File: src/rtl/seq_hit_logger.sv
// Timestamps sequence-detector hits into a show-ahead FIFO with a saturating hit counter.
// Optional registered fill-level interrupt is enabled by defining SEQ_LOG_IRQ_EN.
module seq_hit_logger #(
    parameter int unsigned POS_W      = 16,
    parameter int unsigned DEPTH      = 8,
    parameter int unsigned CNT_W      = 8,
    parameter int unsigned IRQ_THRESH = 4
) (
    input  logic                     i_clk,
    input  logic                     i_reset_n,
    input  logic                     i_clr,
    input  logic                     i_hit,
    output logic                     o_rd_valid,
    output logic [POS_W-1:0]         o_rd_data,
    input  logic                     i_rd_ready,
    output logic [$clog2(DEPTH):0]   o_level,
    output logic [CNT_W-1:0]         o_hit_count,
`ifdef SEQ_LOG_IRQ_EN
    output logic                     o_overflow,
    output logic                     o_irq
`else
    output logic                     o_overflow
`endif
);

    localparam int unsigned AW = $clog2(DEPTH);
    localparam int unsigned LW = AW + 1;
    localparam logic [LW-1:0] FULL_LVL = LW'(DEPTH);

    logic [POS_W-1:0] r_mem [DEPTH];
    logic [POS_W-1:0] r_pos;
    logic [AW-1:0]    r_wr_ptr;
    logic [AW-1:0]    r_rd_ptr;
    logic [LW-1:0]    r_level;
    logic [CNT_W-1:0] r_hit_count;
    logic             r_overflow;

    logic             w_pop;
    logic             w_push;
    logic             w_full;
    logic [LW-1:0]    w_level_d;

    always_comb begin
        w_pop     = (r_level != '0) & i_rd_ready;
        w_full    = (r_level == FULL_LVL);
        // A pop in the same cycle frees the slot a full FIFO needs for the push.
        w_push    = i_hit & (~w_full | w_pop);
        w_level_d = r_level;
        if (w_push && !w_pop) begin
            w_level_d = r_level + LW'(1);
        end else if (!w_push && w_pop) begin
            w_level_d = r_level - LW'(1);
        end
    end

    always_ff @(posedge i_clk or negedge i_reset_n) begin
        if (!i_reset_n) begin
            for (int i = 0; i < int'(DEPTH); i++) r_mem[i] <= '0;
            r_pos       <= '0;
            r_wr_ptr    <= '0;
            r_rd_ptr    <= '0;
            r_level     <= '0;
            r_hit_count <= '0;
            r_overflow  <= 1'b0;
        end else if (i_clr) begin
            for (int i = 0; i < int'(DEPTH); i++) r_mem[i] <= '0;
            r_pos       <= '0;
            r_wr_ptr    <= '0;
            r_rd_ptr    <= '0;
            r_level     <= '0;
            r_hit_count <= '0;
            r_overflow  <= 1'b0;
        end else begin
            r_pos <= r_pos + POS_W'(1);
            if (w_push) begin
                r_mem[r_wr_ptr] <= r_pos;
                r_wr_ptr        <= r_wr_ptr + AW'(1);
            end
            if (w_pop) begin
                r_rd_ptr <= r_rd_ptr + AW'(1);
            end
            r_level <= w_level_d;
            if (i_hit && (r_hit_count != '1)) begin
                r_hit_count <= r_hit_count + CNT_W'(1);
            end
            if (i_hit && !w_push) begin
                r_overflow <= 1'b1;
            end
        end
    end

`ifdef SEQ_LOG_IRQ_EN
    logic r_irq;

    always_ff @(posedge i_clk or negedge i_reset_n) begin
        if (!i_reset_n) begin
            r_irq <= 1'b0;
        end else if (i_clr) begin
            r_irq <= 1'b0;
        end else begin
            r_irq <= (r_level >= LW'(IRQ_THRESH)) | r_overflow;
        end
    end

    assign o_irq = r_irq;
`endif

    assign o_rd_valid  = (r_level != '0);
    assign o_rd_data   = r_mem[r_rd_ptr];
    assign o_level     = r_level;
    assign o_hit_count = r_hit_count;
    assign o_overflow  = r_overflow;

endmodule

File: config.mk
export PLATFORM = sky130hd
export DESIGN_NAME = seq_hit_logger
export DESIGN_NICKNAME = d
export VERILOG_FILES = /design/src/rtl/seq_hit_logger.sv
export SDC_FILE = /design/constraint.sdc
export NUM_CORES = 1
export LEC_CHECK = 0
export CORE_MARGIN = 8
export CORE_UTILIZATION = 46
export CTS_CLUSTER_DIAMETER = 40
export DETAILED_ROUTE_END_ITERATION = 10
export DONT_BUFFER_PORTS = 1
export PLACE_DENSITY = 0.67
export SYNTH_ARGS = -nofsm -noshare
export SYNTH_HDL_FRONTEND = slang
export SYNTH_SLANG_ARGS = --single-unit
File: constraint.sdc
create_clock -name i_clk -period 7.3 [get_ports i_clk]
set_input_delay 0.73 -clock i_clk [delete_from_list [all_inputs] [get_ports i_clk]]
set_output_delay 0.73 -clock i_clk [all_outputs]
set_load 0.05 [all_outputs]
==> impl_metrics.toml, run 1 <==
[logic_synthesis]
syn_nets = 809
ys_warn_count = 0
ys_seq_elements = 163
syn_avg_cell_area_um2 = 10.5
synth_area_um2 = 8350
synth_async_sr_flop_share_pct = 100
synthCells = 797
synth_cell_types = 50
yosysSeqAreaShare_pct = 48.8
synth_flop_cell = "dfrtp_1"
synth_edf_count = 0

[clocking]
clkTransAtPathRegs_ns = 0.06
tritoncts = "done"
cts_made_buffers = 17
postCtsResizedCells = 0
h-tree-depth = 4
clk_path_buf_depth = 2
numClockSinks = 163
clk_latency_ns = 0.43
root_buffer = "clkbuf_16"

[global_route]
antenna_found_initial = 0
grt_max_degree = 164
track_usage_pct = 19.6
grt_overflow_total = 0
grt_pass1_vias = 5916
grt_pass1_wl_um = 33800

[timing]
hold_viol = 0
skew_ns = 0.0104
worstMarginPinSlew_ns = 1.12
rsz0062_at_grt = "false"
setup_ws_ns = 3.89
tns_ns = 0
post-route-period-util_pct = 46.8
fin_crit_ns = 3.41
worst_slew_margin_rel_pct = 25.2
setup_viol = 0
clock.fmax_mhz = 293
drv_slew = 0

[floorplan]
die_area_um2 = 22700
fp.dieH_um = 151
start_util_pct = 46.7
die_w_um = 151
core_um2 = 17900
core.rowCount = 49
num_io_pins = 35

[critical_path]
worst-r2r-cell-count = 7
critPathKind = "reg2out"
arrival_ns = 2.68
timing.rr.end = "o_level[3]$_DFFE_PN0P_"
worstSetupStartpointType = "flop"
crit_path_end_kind = "output port"
r2r_setup_slack_ns = 4.26
path_max_fanout = 18
worstReg2RegStart = "o_level[0]$_DFFE_PN0P_"
required_ns = 6.57

[power_and_ir_drop]
cellLeakagePower_nw = 3.73
ir_drop_mv = 0.173
cellPowerDensity_nw_per_um2 = 251

[placement]
dpl-instance-area_um2 = 8350
pre_cts_slack_ns = 4.28
gp_congestion = 0.765
hpwl_um = 11600
numPortBuffers = 0
placed_cells = 968

[drt]
drcViolationCount = 0
via_per_inst = 5.83
drtPass1Iterations = 5
final_antenna_net_count = 0
drtIter0Drc = 499
wire_per_inst_um = 21.2
finalWirelength_um = 21200
vias = 5835

[final_layout]
area_growth_pct = 7.87
antenna_cells = 0
fin_area_um2 = 9010
nets = 775
multiInputGateArea_um2 = 3880
finalNonFillerCells = 1001
fill_cells = 1624
mostFrequentLayoutCells = "nand2_1 (205), dfrtp_1 (162), a21oi_1 (66), nor2_1 (60), a21oi_2 (40)"
final_common_cell = "nand2_1"
drive_above_1_share_pct = 18.5
register_area_um2 = 4080

[min_path]
hold_class = "in2async"

[flow_run]
cap_violations = 0

[run_status]
outcome = "complete, no violations"
==> per-stage QoR <==
step                      hold WS (ns)  total power, W  utilization (%)
after floorplan                  0.434         0.00131                -
after global placement           0.445         0.00135             46.6
after detailed placement         0.443         0.00135             46.6
after CTS                     0.000851         0.00228             50.3
after global routing          0.000743         0.00234             50.3
final                           0.0156         0.00226             50.3
==> flip-flops by register name, indices dropped and copies added, names as in the netlist <==
| signal | cells |
|---|---|
| o_hit_count | 8 |
| o_level | 4 |
| o_overflow | 1 |
| r_mem | 128 |
| r_pos | 16 |
| r_rd_ptr | 3 |
| r_wr_ptr | 3 |
==> final cells by class <==
type,instances,area share (%)
Timing Repair Buffer,12,1.33
Multi-Input combinational cell,560,43.1
Tap cell,229,3.18
Sequential cell,163,45.3
Clock inverter,8,1.43
Inverter,9,0.528
Clock buffer,20,5.18
==> what timing repair did <==
| item | in CTS | in global routing |
|---|---|---|
| hold buffers | 5 | 0 |
| setup buffers | 0 | 0 |
| endpoints found under the hold margin | 56 | 0 |
==> report_power, final <==
group          internal (W)  switching [W]
sequential         0.000921      0.0000894
combinational      0.000119       0.000217
clock              0.000559       0.000355
==> cell families after synthesis <==
logic type,share of synthesized area (%)
mux,15.3
xor+xnor,1.78
flops,48.8
buf+inv,4.87
simple gates,15.2
fa+ha+maj,1.14
compound gates,13.0
==> worst max-delay path, cell delays in order (launching register included) <==
cell and delay (ns):
dfrtp_2 0.76, buf_4 0.46, mux4_2 0.60, mux2_2 0.42
==> per-layer routing <==
| layer | global-route usage (%) | part of all wire, % | wire length (um) |
|---|---|---|---|
| met1 | 25.5 | 44 | 9290 |
| met2 | 32.3 | 50 | 10700 |
| met3 | 3.76 | 3.8 | 811 |
| met4 | 6.48 | 1.9 | 401 |
| met5 | 0 | 0 | 0 |
==> worst max path at each step <==
stage                             from                     end  slack, ns  cells after the start
2_1_floorplan   o_level[0]$_DFFE_PN0P_  o_level[3]$_DFFE_PN0P_       4.54                      7
3_3_place_gp    o_level[0]$_DFFE_PN0P_   r_mem[36]$_DFFE_PN0P_       4.27                      5
3_5_place_dp    o_level[0]$_DFFE_PN0P_   r_mem[47]$_DFFE_PN0P_       4.28                      5
4_1_cts        r_rd_ptr[0]$_DFFE_PN0P_           o_rd_data[12]       3.83                      3
5_1_grt        r_rd_ptr[0]$_DFFE_PN0P_           o_rd_data[12]       3.75                      3
6_report       r_rd_ptr[0]$_DFFE_PN0P_           o_rd_data[12]       3.89                      3
==> cells in the mapped netlist, drive strengths merged (2+ instances only) <==
master	number	area share [%]
mux2	18	2.4
clkbuf	27	1.2
inv	8	0.36
nand3	13	0.78
o211ai	2	0.34
or3	4	0.30
buf	38	3.1
a2111oi	3	0.76
o2111a	4	0.54
a21oi	106	8.1
nor2	60	2.7
ha	6	0.90
xnor2	12	1.3
mux2i	35	4.2
o2111ai	8	1.8
nor2b	6	0.45
nand4	4	0.30
mux4	32	8.6
nand2	205	9.2
nor3	8	0.48
dfrtp	163	49
nand2b	2	0.15
o21ai	11	0.70
nor4	4	0.30
xor2	5	0.52
Note: power is estimated with default switching activity, not from simulation.
==> run 2: changes to the inputs <==
- clock period: 7.3 -> 3.4 ns (I/O delays scaled with it)
==> run 2 against run 1 <==
Against the previous run:
- the flow now finishes with violations (negative hold slack)
- final area rose by 1.1%
- sequential cell count unchanged
- power up 120%
- sequential share of layout area down 0.51 points
- setup slack worse by 3.4 ns
- sequential power rose by 110%
- combinational power rose to 2.6 times the previous value
- largest power group unchanged
- highest routed layer unchanged
==> impl_metrics.toml, run 2 (synthesis gave the netlist of run 1 again) <==
[clocking]
clkTransAtPathRegs_ns = 0.06
root_buffer = "clkbuf_16"
clk_latency_ns = 0.44
postCtsHoldBufs = 2
clk_path_buf_depth = 2
post_cts_buffers = 0
h-tree-depth = 4
cts_made_buffers = 17
numClockSinks = 163
tritoncts = "done"
postCtsResizedCells = 0

[drt]
finalWirelength_um = 21100
final_antenna_net_count = 0
wire_per_inst_um = 20.8
drtIter0Drc = 712
drtPass1Iterations = 5
drcViolationCount = 0
via_per_inst = 5.88
vias = 5967

[power_and_ir_drop]
cellLeakagePower_nw = 3.80
p_clk_share_pct = 40.0
p_sw_share_pct = 30.0
power_frac_comb_pct = 17.9
ir_drop_mv = 0.371
internal_power_w = 0.00348
seq_power_share_pct = 42.1
cellPowerDensity_nw_per_um2 = 546
power_w = 0.00498
p_sw_w = 0.00149

[floorplan]
core.rowCount = 49
num_io_pins = 35
start_util_pct = 46.7
die_area_um2 = 22700
core_um2 = 17900
die_w_um = 151
fp.dieH_um = 151

[critical_path]
path_max_fanout = 7
worst-path-buf-inv = 0
required_ns = 3.72
critPathKind = "reg2reg"
path_cells = "o41ai_1 > o211ai_4 > ha_1 > nand3_1 > and3_1 > mux2i_1 > mux2_2"
slowest_stage = "o41ai_1"
arrival_ns = 3.20
slowest_delay_ns = 0.81
crit_path_end_kind = "flop"
path_delay_family = "compound AO/OA/AOI/OAI gates"
worstSetupStartpointType = "flop"

[timing]
drv_slew = 0
skew_ns = 0.0114
post-route-period-util_pct = 84.7
fin_crit_ns = 2.88
clock.fmax_mhz = 347
tns_ns = 0
worstMarginPinSlew_ns = 0.802
hold_viol = 163
worst_slew_margin_rel_pct = 46.5
rsz0062_at_grt = "false"
setup_viol = 0
holdWs_ns = -0.388

[flow_run]
cap_violations = 0

[final_layout]
register_area_um2 = 4080
multiInputGateArea_um2 = 3880
mostFrequentLayoutCells = "nand2_1 (205), dfrtp_1 (162), a21oi_1 (66), nor2_1 (60), a21oi_2 (40)"
finalNonFillerCells = 1014
drive_above_1_share_pct = 20.4
nets = 785
fin_area_um2 = 9110
fill_cells = 1594
antenna_cells = 0
area_growth_pct = 9.09
largest_reg_flops = 128
top_register = "r_mem"
final_common_cell = "nand2_1"

[global_route]
track_usage_pct = 19.5
grt_overflow_total = 0
grt_max_degree = 164
grt_pass1_vias = 5953
grt_pass1_wl_um = 33800
antenna_found_initial = 0

[placement]
hpwl_um = 11800
gp_congestion = 0.783
numPortBuffers = 0
placed_cells = 981
dpl-instance-area_um2 = 8460

[run_status]
violations = "negative hold slack"
outcome = "finished with violations"

[min_path]
hold_class = "in2async"
==> run 2: cell count changes in the layout (fill, tap and decap cells not counted), sizes merged <==
cell and change:
buf +14, dlygate4sd3 -4, clkinv +3, clkbuf -1, clkinvlp +1
==> run 2: power groups by stage <==
stage	Sequential, W	Clock [W]	Combinational (W)
4_1_cts	0.00210	0.00202	0.000896
5_1_grt	0.00211	0.00211	0.000948
3_5_place_dp	0.00213	0	0.000851
3_3_place_gp	0.00213	0	0.000837
2_1_floorplan	0.00213	0	0.000690
6_report	0.00210	0.00199	0.000890
==> run 2: metal layers <==
metal	global-route usage, %	part of all wire [%]	vias up
li1	-	-	2697
met1	25.6	43	3063
met2	31.6	50	183
met3	4.00	5.0	24
met4	7.08	1.9	0
met5	0	0	-
==> run 2: worst paths after layout <==
path	end	from	cells past startpoint	slack (ns)
max	o_level[3]$_DFFE_PN0P_	o_level[2]$_DFFE_PN0P_	7	0.52
min	r_mem[48]$_DFFE_PN0P_	i_reset_n	0	-0.39
max reg2reg	o_level[3]$_DFFE_PN0P_	o_level[2]$_DFFE_PN0P_	7	0.52
min reg2reg	r_mem[30]$_DFFE_PN0P_	r_mem[30]$_DFFE_PN0P_	2	0.52
max in group asynchronous	r_mem[24]$_DFFE_PN0P_	i_reset_n	0	3.55
min in group i_clk	o_overflow$_DFFE_PN0P_	i_hit	2	0.10
==> run 2: area by class of cell <==
type / count / area share [%]
Sequential cell: 163 / 44.8
Clock inverter: 12 / 1.70
Timing Repair Buffer: 22 / 2.31
Tap cell: 229 / 3.14
Multi-Input combinational cell: 560 / 42.6
Inverter: 9 / 0.522
Clock buffer: 19 / 4.97
==> run 2: metrics by stage <==
stage               utilization [%]  setup slack [ns]
CTS                            50.9             0.506
detailed placement             47.2             0.523
floorplan                         -             0.637
finish                         50.9             0.521
global route                   50.9             0.331
global placement               47.2             0.588
==> run 3: changes to the inputs <==
- clock period: 3.4 -> 3 ns (I/O delays scaled with it)
==> run 3 against run 2 <==
Against the previous run:
- the flow still finishes with violations (negative hold slack)
- sequential share of layout area fell by 1.7 points
- via count rose by 0.34%
- setup slack got worse by 0.28 ns
- die area did not move
- sequential cell count did not move
- maximum frequency rose by 4.5%
- utilization rose by 2.0 points
- combinational power rose by 22%
- clock skew fell by 0.0062 ns
- critical path depth did not move
- count of clock-buffer cells in the layout fell by 2
- critical endpoint is now r_mem[95]$_DFFE_PN0P_
- largest power group is now clock
==> impl_metrics.toml, run 3 (synthesis gave the netlist of run 1 again) <==
[run_status]
outcome = "finished with violations"
violations = "negative hold slack"

[global_route]
use_met1_pct = 25.9
grt_use_met3_pct = 3.22
grt_max_degree = 164
use_met2_pct = 32.3
grt_overflow_total = 0
antenna_found_initial = 0
busiest_layer = "met2"
grt_pass1_wl_um = 34200
track_usage_pct = 19.7
grt_pass1_vias = 6002

[timing]
fin_crit_ns = 2.75
drv_slew = 0
skew_ns = 0.00521
setup_viol = 0
hold_viol = 163
worst_slew_margin_rel_pct = 34.9
post-route-period-util_pct = 91.8
holdWs_ns = -0.437
rsz0062_at_grt = "false"
worstMarginPinSlew_ns = 0.976
tns_ns = 0
clock.fmax_mhz = 363

[critical_path]
worst-r2r-cell-count = 7
arrival_ns = 3.13
timing.rr.end = "r_mem[95]$_DFFE_PN0P_"
worstSetupStartpointType = "flop"
required_ns = 3.37
worstReg2RegStart = "o_level[3]$_DFFE_PN0P_"
path_max_fanout = 16
critPathKind = "reg2reg"
r2r_setup_slack_ns = 0.25
path_cells = "buf_4 > nand2b_1 > buf_4 > o2111a_1 > nand2_1 > a21oi_1 > dlygate4sd3_1"
worst-path-buf-inv = 3
slowest_delay_ns = 0.86
crit_top_cell = "buf_4"
slowest_stage = "o2111a_1"
crit_path_end_kind = "flop"
path_delay_family = "buffers and inverters"

[final_layout]
antenna_cells = 0
multiInputGateArea_um2 = 3880
drive_above_1_share_pct = 19.4
register_area_um2 = 4080
fin_area_um2 = 9470
top_register = "r_mem"
largest_reg_flops = 128
fill_cells = 1529
area_growth_pct = 13.4
final_common_cell = "nand2_1"
nets = 818
mostFrequentLayoutCells = "nand2_1 (205), dfrtp_1 (162), a21oi_1 (66), nor2_1 (60), a21oi_2 (40)"

[placement]
hpwl_um = 11300
dpl-instance-area_um2 = 8460
gp_congestion = 0.799
numPortBuffers = 0

[drt]
drtIter0Drc = 597
vias = 5987
wire_per_inst_um = 20.1
drcViolationCount = 0
final_antenna_net_count = 0
finalWirelength_um = 21100
via_per_inst = 5.71
drtPass1Iterations = 7

[clocking]
postCtsHoldBufs = 36
cts_made_buffers = 17
numClockSinks = 163
root_buffer = "clkbuf_16"
post_cts_buffers = 0
clkTransAtPathRegs_ns = 0.06
clk_latency_ns = 0.44
clk_path_buf_depth = 2
postCtsResizedCells = 0
tritoncts = "done"
h-tree-depth = 4

[power_and_ir_drop]
ir_drop_mv = 0.483
cellPowerDensity_nw_per_um2 = 607
cellLeakagePower_nw = 4.03

[floorplan]
die_area_um2 = 22700
core_um2 = 17900
core.rowCount = 49
die_w_um = 151
start_util_pct = 46.7
fp.dieH_um = 151
num_io_pins = 35

[flow_run]
cap_violations = 0

[min_path]
hold_class = "in2async"
## run 3: worst max path at each step
stage	slack [ns]	to	start	cells past startpoint
floorplan	0.24	o_level[3]$_DFFE_PN0P_	o_level[0]$_DFFE_PN0P_	7
global placement	0.74	o_level[3]$_DFFE_PN0P_	o_level[2]$_DFFE_PN0P_	8
detailed placement	0.73	o_level[3]$_DFFE_PN0P_	o_level[2]$_DFFE_PN0P_	8
CTS	0.27	r_mem[126]$_DFFE_PN0P_	o_level[3]$_DFFE_PN0P_	7
global route	0.09	r_mem[126]$_DFFE_PN0P_	o_level[3]$_DFFE_PN0P_	7
finish	0.25	r_mem[95]$_DFFE_PN0P_	o_level[3]$_DFFE_PN0P_	7
## run 3: through the flow
step	utilization, %	cells	setup WS, ns	hold WS (ns)	total power [W]
6_report	52.9	1048	0.245	-0.437	0.00575
5_1_grt	52.9	1048	0.0885	-0.452	0.00596
4_1_cts	52.9	1048	0.274	-0.452	0.00579
3_5_place_dp	47.3	980	0.728	0.0125	0.00339
3_3_place_gp	47.3	980	0.738	0.0130	0.00338
2_1_floorplan	-	797	0.237	0.00441	0.00319
## run 3: power breakdown
part	switching, W	internal, W
Clock	0.000948	0.00140
Sequential	0.0000750	0.00224
Combinational	0.000693	0.000393
## run 3: area by class of cell
cell class                      instances  area share, %
Multi-Input combinational cell        560           41.0
Clock buffer                           17           4.49
Inverter                                9          0.502
Clock inverter                         15           2.19
Sequential cell                       163           43.1
Timing Repair Buffer                   55           5.76
Tap cell                              229           3.03
## run 3: metal layers
layer  up-vias  routed length [um]
met2       184               10500
met4         0                 446
met5         -                   0
met3        36                1120
li1       2760                   -
met1      3007                8950
==> edit: new RTL, config.mk and constraints of run 2 <==
The parameter `CNT_W` goes from 8 to 10.
--- a/src/rtl/seq_hit_logger.sv
+++ b/src/rtl/seq_hit_logger.sv
@@ -4,5 +4,5 @@
     parameter int unsigned POS_W      = 16,
     parameter int unsigned DEPTH      = 8,
-    parameter int unsigned CNT_W      = 8,
+    parameter int unsigned CNT_W      = 10,
     parameter int unsigned IRQ_THRESH = 4
 ) (
Ports: changed (resized o_hit_count); port bits go from 35 to 37. The function was not compared with the original's and may differ.
==> edit against run 2 <==
Sequential power is 2% higher; wire length is 13% lower; worst setup slack better by 0.27 ns; combinational power is 17% lower; final area is 0.82% lower; largest power group unchanged; area after synthesis is 1.5% higher; critical path type unchanged; sequential cell count is 2 higher; the flow still finishes with violations (negative hold slack); power is 2.1% lower.
==> edit: results (changes against run 2) <==
Post-synthesis mux area share: 26.5% (+11 points)
Via count of the first global-routing pass: 5465 (-8.2%)
CP top delay family: simple AND/OR/NAND/NOR gates
Met3 usage: 2.85% (-1.1 points)
Crit-path max cell delay: 0.65 ns (-0.16 ns)
Adder-Cell Fraction of Synth Area: 1.12% (-0.016 points)
Worst-case vdd ir drop: 0.360 mV (-3.2%)
Class of the worst hold path: in2async
Combinational power: 0.736 mW (-17%)
Routed vias/inst: 5.69 (-3.4%)
Grt met1 use: 22.3% (-3.2 points)
Leakage: 4.16 nW (+9.6%)
First-pass GRT wire length: 30300 um (-10%)
Share of cells above drive strength 1: 15.9% (-4.5 points)
Crit-path max FO: 8 (+1)
WP data arrival: 2.96 ns (-0.24 ns)
Actual slew at the worst max-slew pin: 1.10 ns (+0.300 ns)
Syn_nets: 721 (-11%)
Hold-fix buffers at CTS: 3 (+1)
Post-cts sizing count: 0 (unchanged)
Initial DRT Pass Iterations: 5 (unchanged)
Max clock buf depth: 2 (unchanged)
Wl on met1: 8200 um (-9.4%)
Slowest cell on the critical path: or4b_1
Dominant cells by area after synthesis: dfrtp_1 (49%), mux2i_1 (16%), mux4_2 (8.5%)
RePlAce Congestion: 0.766 (-2.1%)
Sequential area share after synthesis: 48.7% (-0.12 points)
Largest net degree at the start of global routing: 166 (+1.2%)
Clk_skew: 0.0123 ns (+0.000873 ns)
Worst Hold Margin: -0.395 ns (-0.00689 ns)
Sequential Power Share: 44.1% (+2.0 points)
Total track usage: 17.1% (-2.4 points)
Met3 WL: 472 um (-55%)
CTS Buf Count: 17 (unchanged)
Fin. Hold Viols: 165 (+1.2%)
Fillers: 1549 (-2.8%)
DP Wirelength: 10700 um (-9.6%)
Clk pin slew, worst setup/hold paths: 0.06 ns (about the same)
XOR/XNOR share of the synthesized area: 1.96% (+0.18 points)
DR WL met2: 9360 um (-12%)
WL/cell: 19.9 um (-4.7%)
Top post-synthesis cells by count: dfrtp_1 (165), nor2_1 (162), mux2i_1 (132), mux4_2 (32), clkbuf_1 (23)
M2 GR Usage: 28.0% (-3.6 points)
Cell internal pwr: 3.49 mW (+0.32%)
Failing checks: negative hold slack
Initial DRC Count: 366 (-49%)
Count of unique library cells instantiated by Yosys: 50 (unchanged)
Status: finished, violations left
Compound-Gate Fraction of Synth Area: 3.50% (-9.5 points)
Fin nets: 692 (-12%)
==> edit: cell types whose count changed after synthesis, sizes merged, moves of 5 or more <==
cell,before,now
mux2i,35,132
nor2,60,162
a21oi,106,13
nand2,205,10
o2111ai,8,3
clkbuf,27,35
xor2,5,11
buf,38,26
==> edit: path summary, 6_finish.rpt <==
| check | start | endpoint | slack (ns) |
|---|---|---|---|
| max in group asynchronous | i_reset_n | r_mem[89]$_DFFE_PN0P_ | 3.55 |
| max reg2reg | o_level[0]$_DFFE_PN0P_ | o_level[3]$_DFFE_PN0P_ | 0.79 |
| max | o_level[0]$_DFFE_PN0P_ | o_level[3]$_DFFE_PN0P_ | 0.79 |
| min in group i_clk | i_clr | r_mem[14]$_DFFE_PN0P_ | 0.03 |
| min reg2reg | r_mem[13]$_DFFE_PN0P_ | r_mem[13]$_DFFE_PN0P_ | 0.52 |
| min | i_reset_n | o_hit_count[1]$_DFFE_PN0P_ | -0.39 |
==> edit: area by class of cell <==
cell class	instances	share of cell area, %
Timing Repair Buffer	15	1.61
Tap cell	229	3.17
Multi-Input combinational cell	473	42.3
Clock inverter	12	1.68
Inverter	8	0.332
Clock buffer	20	5.16
Sequential cell	165	45.7
==> edit: through the flow <==
stage | util [%] | cells | instance area (sq um) | setup slack, ns | total power, mW
4_1_cts | 50.1 | 921 | 9030 | 0.794 | 4.92
5_1_grt | 50.1 | 922 | 9040 | 0.599 | 5.06
2_1_floorplan | - | 709 | 8470 | 0.975 | 2.84
6_report | 50.1 | 922 | 9040 | 0.790 | 4.87
3_3_place_gp | 46.4 | 886 | 8370 | 0.880 | 2.89
3_5_place_dp | 46.4 | 886 | 8370 | 0.804 | 2.91
